`config.mk`:
```
export PLATFORM = sky130hd
export DESIGN_NAME = mem_burst_client
export DESIGN_NICKNAME = d
export VERILOG_FILES = /design/src/rtl/mem_burst_client.sv
export SDC_FILE = /design/constraint.sdc
export NUM_CORES = 1
export LEC_CHECK = 0
export BUFFER_PORTS_ARGS = -buffer_cell sky130_fd_sc_hd__buf_2
export CAP_MARGIN = 0
export CORE_MARGIN = 2
export CORE_UTILIZATION = 30
export DETAILED_ROUTE_END_ITERATION = 7
export GPL_ROUTABILITY_DRIVEN = 0
export GPL_TIMING_DRIVEN = 0
export PLACE_DENSITY = 0.59
export RECOVER_POWER = 50
export SLEW_MARGIN = 0
export SYNTH_ARGS = -nofsm -noshare
export SYNTH_HDL_FRONTEND = slang
export SYNTH_SLANG_ARGS = --single-unit
```
`constraint.sdc`:
```
create_clock -name clk -period 3 [get_ports clk]
set_input_delay 0.45 -clock clk [delete_from_list [all_inputs] [get_ports clk]]
set_output_delay 0.45 -clock clk [all_outputs]
set_load 0.02 [all_outputs]
```
`src/rtl/mem_burst_client.sv`:
```
// rtl/mem_burst_client.sv - burst requester feeding one client slot of the shared-memory arbiter
// Raises req on start, streams BURST_LEN consecutive beats while granted, then releases and pulses done.
module mem_burst_client #(
  parameter int CLIENT_ID = 0,
  parameter int BURST_LEN = 4,
  parameter int ADDR_W    = 8,
  parameter int DATA_W    = 32
) (
  input  logic              clk,
  input  logic              rst_n,
  input  logic              start,
  input  logic              write_mode,
  input  logic [ADDR_W-1:0] base_addr,
  input  logic [DATA_W-1:0] wdata_seed,
  input  logic [2:0]        granted_access,
  input  logic              enabled,
  input  logic [DATA_W-1:0] data_from_mem,
  output logic              req,
  output logic [ADDR_W-1:0] addr,
  output logic [DATA_W-1:0] data_to_mem,
  output logic              read_write,
  output logic              busy,
  output logic              rd_valid,
  output logic [DATA_W-1:0] rd_data,
  output logic              done
);

  typedef enum logic [2:0] {IDLE, REQ, XFER, DRAIN, DONE} state_t;

  state_t            state, next_state;
  logic [4:0]        count;
  logic [4:0]        count_inc;
  logic [ADDR_W-1:0] base_q;
  logic [DATA_W-1:0] seed_q;
  logic              rd_pending;
  logic              granted;
  logic              consume;
  logic              last_beat;
  logic              accept;
  logic              req_nxt;
  logic              busy_nxt;
  logic              done_nxt;

  assign granted   = enabled & granted_access[CLIENT_ID];
  assign consume   = granted && (state == REQ || state == XFER);
  assign last_beat = (count == 5'(BURST_LEN - 1));
  assign accept    = (state == IDLE) && start;
  assign count_inc = count + 5'd1;

  // State register; req/busy/done are registered decodes of the next state.
  always_ff @(posedge clk or negedge rst_n) begin
    if (!rst_n) begin
      state <= IDLE;
      req   <= 1'b0;
      busy  <= 1'b0;
      done  <= 1'b0;
    end else begin
      state <= next_state;
      req   <= req_nxt;
      busy  <= busy_nxt;
      done  <= done_nxt;
    end
  end

  always_comb begin
    next_state = state;
    case (state)
      IDLE:     if (start) next_state = REQ;
      REQ, XFER: begin
        if (granted) begin
          if (!last_beat)      next_state = XFER;
          else if (read_write) next_state = DONE;
          else                 next_state = DRAIN;
        end
      end
      DRAIN:    next_state = DONE;
      DONE:     next_state = IDLE;
      default:  next_state = IDLE;
    endcase
  end

  always_comb begin
    req_nxt  = (next_state == REQ) || (next_state == XFER);
    busy_nxt = (next_state != IDLE);
    done_nxt = (next_state == DONE);
  end

  // Beat datapath: addr/data hold while ungranted so a stalled beat is replayed, never skipped.
  always_ff @(posedge clk or negedge rst_n) begin
    if (!rst_n) begin
      count       <= '0;
      base_q      <= '0;
      seed_q      <= '0;
      addr        <= '0;
      data_to_mem <= '0;
      read_write  <= 1'b0;
      rd_pending  <= 1'b0;
      rd_valid    <= 1'b0;
      rd_data     <= '0;
    end else begin
      if (accept) begin
        base_q      <= base_addr;
        seed_q      <= wdata_seed;
        addr        <= base_addr;
        data_to_mem <= wdata_seed;
        read_write  <= write_mode;
        count       <= '0;
      end else if (consume && !last_beat) begin
        count       <= count_inc;
        addr        <= base_q + ADDR_W'(count_inc);
        data_to_mem <= seed_q + DATA_W'(count_inc);
      end
      // Memory answers one cycle after the address, so capture on the following edge.
      rd_pending <= consume && !read_write;
      rd_valid   <= rd_pending;
      if (rd_pending) rd_data <= data_from_mem;
    end
  end

endmodule

```
==> flow_summary.toml <==
[outcome]
status = "finished, violations left"
violations = "max-capacitance violations, max-slew violations"

[logic_synthesis]
synth-edff-count = 0
synth_flop_cell = "dfrtp_1"
synthArstFlopShare = 1.000
synth_cell_types = 47
synth_seq_area_share = 0.5333
netlist_area_um2 = 5912
ys.warnings.count = 0
synth_nets = 671
synth-seq-cells = 126
synthCells = 578
syn_area_per_cell_um2 = 10.23

[clock_tree]
cts_made_buffers = 17
cts_root_buffer = "clkbuf_16"
cts_htree_levels = 4
clockBufferDepth = 2
cts.sinks = 126
clock_latency_ns = 0.42
tritoncts = "done"
clk_pin_slew_ns = 0.06

[min_path]
whs_path_depth = 3
min_path_type = "primary input to flop"

[worst_setup_path]
critPathArrivalTime_ns = 3.00
crit_required_ns = 3.28
worst_setup_path_end_kind = "flop"
crit_type = "flop to flop"
worstRegToRegCells = 9
cp-start-kind = "flop"
cp_max_fo = 11

[floorplanning]
num_rows = 51
ios = 157
die_w_um = 144.4
dieArea_um2 = 20850
core-area_um2 = 19400
die_y_um = 144.4
start_util = 0.3048

[global_routing]
grt_pass1_wl_mm = 25.25
grt_overflow = 0
antenna_found_initial = 0
grt_pass1_vias = 4745
grtUsageTotal = 0.1598
grt_start_max_net_pins = 90

[finish]
instances_no_fill = 1030
fillers = 1997
final_nets = 845
synthToLayoutAreaGrowth_pct = 29.42
diodes = 0
final_util = 0.3944
multiInputGateArea_um2 = 2635
regArea_um2 = 3153
drive_gt1_frac = 0.2588

[flow_run]
max_cap_viol_count = 1

[sta]
finalSetupViolCount = 0
slew_violations = 38
setup_slack_ns = 0.2722
max-slew-margin-rel = -0.4261
max_freq_mhz = 366.6
fin_skew_ns = 0.008867
tightest_slew_ns = 2.139
tns_ns = 0
period_share = 0.9093
period_needed_ns = 2.728
hold_viol = 0
rsz0062_at_grt = "no"

[route]
route.detailed.drc = 0
wl_mm = 16.29
drt-initial-drc-count = 216
vias_per_cell = 4.691
drtPass1Iterations = 4
vias = 4832
wire_per_inst_um = 15.82
ant_nets = 0

[placed_design]
pre_cts_slack_ns = 0.005457
hpwl_mm = 11.84
dp_cells = 998
portBuffers = 154

[power_and_ir_drop]
vdd_drop_max_mv = 0.4583
p_leak_nw = 3.533
p_total_w = 0.008793
powerDensity_nw_per_um2 = 1149
cells in the final DEF (no fill, tap or decap), drive strengths merged, types with 4 or more instances in the layout:
cell    netlist  routed
nor4          7       7
or3           5       5
buf           7     127
xor2         14      14
nand3        14      14
ha           11      11
o211ai       26      26
a211oi        5       5
nor3          7       7
nor2         19      19
dfrtp       126     126
and2          5       5
nand4        13      13
a21oi        10      10
mux2         32      32
xnor2        22      22
clkbuf       21      77
clkinv        0       5
a21o          5       5
inv           6       6
o21ai        25      25
mux2i         6       6
nand2       153     153
and3          4       4
layout make-up:
type                            instances  share of cell area
Sequential cell                       126              0.4121
Multi-Input combinational cell        418              0.3444
Timing Repair Buffer                  156             0.09992
Clock buffer                           22             0.06460
Tap cell                              265             0.04334
Clock inverter                         10             0.01750
Buffer                                 27             0.01521
Inverter                                6            0.002944
through the flow:
step | hold WS, ns | area, um2
floorplan | 0.1544 | 5912
finish | 0.2372 | 7651
CTS | 0.2221 | 7682
detailed placement | 0.3601 | 7048
global route | 0.2385 | 7651
global placement | 0.3565 | 7014
cell families (layout without fill, tap and decap cells):
family          count (synthesis)  count (layout)  share of synthesized area
mux                            38              38                    0.07111
compound gates                 87              87                    0.09778
simple gates                  244             244                     0.1909
buf+inv                        34             221                    0.02349
xor+xnor                       36              36                    0.05333
fa+ha+maj                      13              13                    0.03005
flops                         126             126                     0.5333
synth_stat cells, drive strengths merged (3+ instances only):
cell type  instances  area [um2]
and3               4       25.02
mux2              32       360.4
a21o               5       37.54
nand4b             3       26.28
nor4               7       43.79
mux2i              6       60.06
dfrtp            126        3153
xor2              14       122.6
buf                7       37.53
or3                5       31.28
nor4b              3       45.04
or4                3       30.03
and2               5       31.28
nand4             13       81.33
o21ai             25       125.1
a21oi             10       50.05
o21bai             3       22.52
nand3             14       70.07
nand2            153       574.3
a211oi             5       37.54
clkbuf            21       78.83
ha                11       137.6
o211ai            26       195.2
nor2              19       71.32
xnor2             22       192.7
nor3               7       35.03
inv                6       22.52
timing repair:
| action | CTS | global route |
|---|---|---|
| hold endpoints to repair | 37 | 0 |
| hold buffers | 1 | 0 |
| buffers inserted | 0 | 0 |
| gates resized for setup | 0 | 7 |
| setup endpoints to repair | 2 | 9 |
metal layers:
| metal | track usage | wire length, um | share of wire | vias up |
|---|---|---|---|---|
| met5 | 0 | 0 | 0 | - |
| met4 | 0.06030 | 283 | 0.017 | 0 |
| met3 | 0.04007 | 1067 | 0.065 | 20 |
| met2 | 0.2502 | 7421 | 0.46 | 164 |
| met1 | 0.2140 | 7519 | 0.46 | 2268 |
| li1 | - | - | - | 2380 |
registers in the layout, summed over array words and instances, names as in the netlist:
name / flops
base_q: 8
rd_valid: 1
req: 1
count: 5
state: 3
busy: 1
data_to_mem: 32
seed_q: 32
addr: 8
read_write: 1
rd_data: 32
rd_pending: 1
done: 1
where the power goes:
| group | total, W | internal, W | switching, W | leakage (nW) |
|---|---|---|---|---|
| registers | 0.00307 | 0.00251 | 0.000555 | 1.56 |
| clock network | 0.00217 | 0.00141 | 0.000759 | 0.308 |
| logic | 0.00356 | 0.00134 | 0.00222 | 1.67 |
| total | 0.00879 | 0.00526 | 0.00353 | 3.53 |
worst max-delay path, stage by stage (launching register included):
cell	delay, ns
dfrtp_1	0.40
ha_1	0.27
nand3_1	0.14
xnor2_1	0.20
ha_1	0.37
o21ai_0	0.13
o21ba_2	0.33
nor4_1	0.48
xnor2_1	0.18
o211ai_1	0.09
worst paths after layout:
kind / startpoint / end / slack, ns
hold / removal: base_addr[0] / base_q[0] / 0.24
max in group asynchronous: rst_n / addr[5] / 0.51
min in group asynchronous: rst_n / rd_data[2] / 1.21
hold reg to reg: rd_pending / rd_valid / 0.38
setup / recovery: count[0] / data_to_mem[30] / 0.27
setup reg to reg: count[0] / data_to_mem[30] / 0.27
No activity file was read; power rests on OpenSTA's default activity.
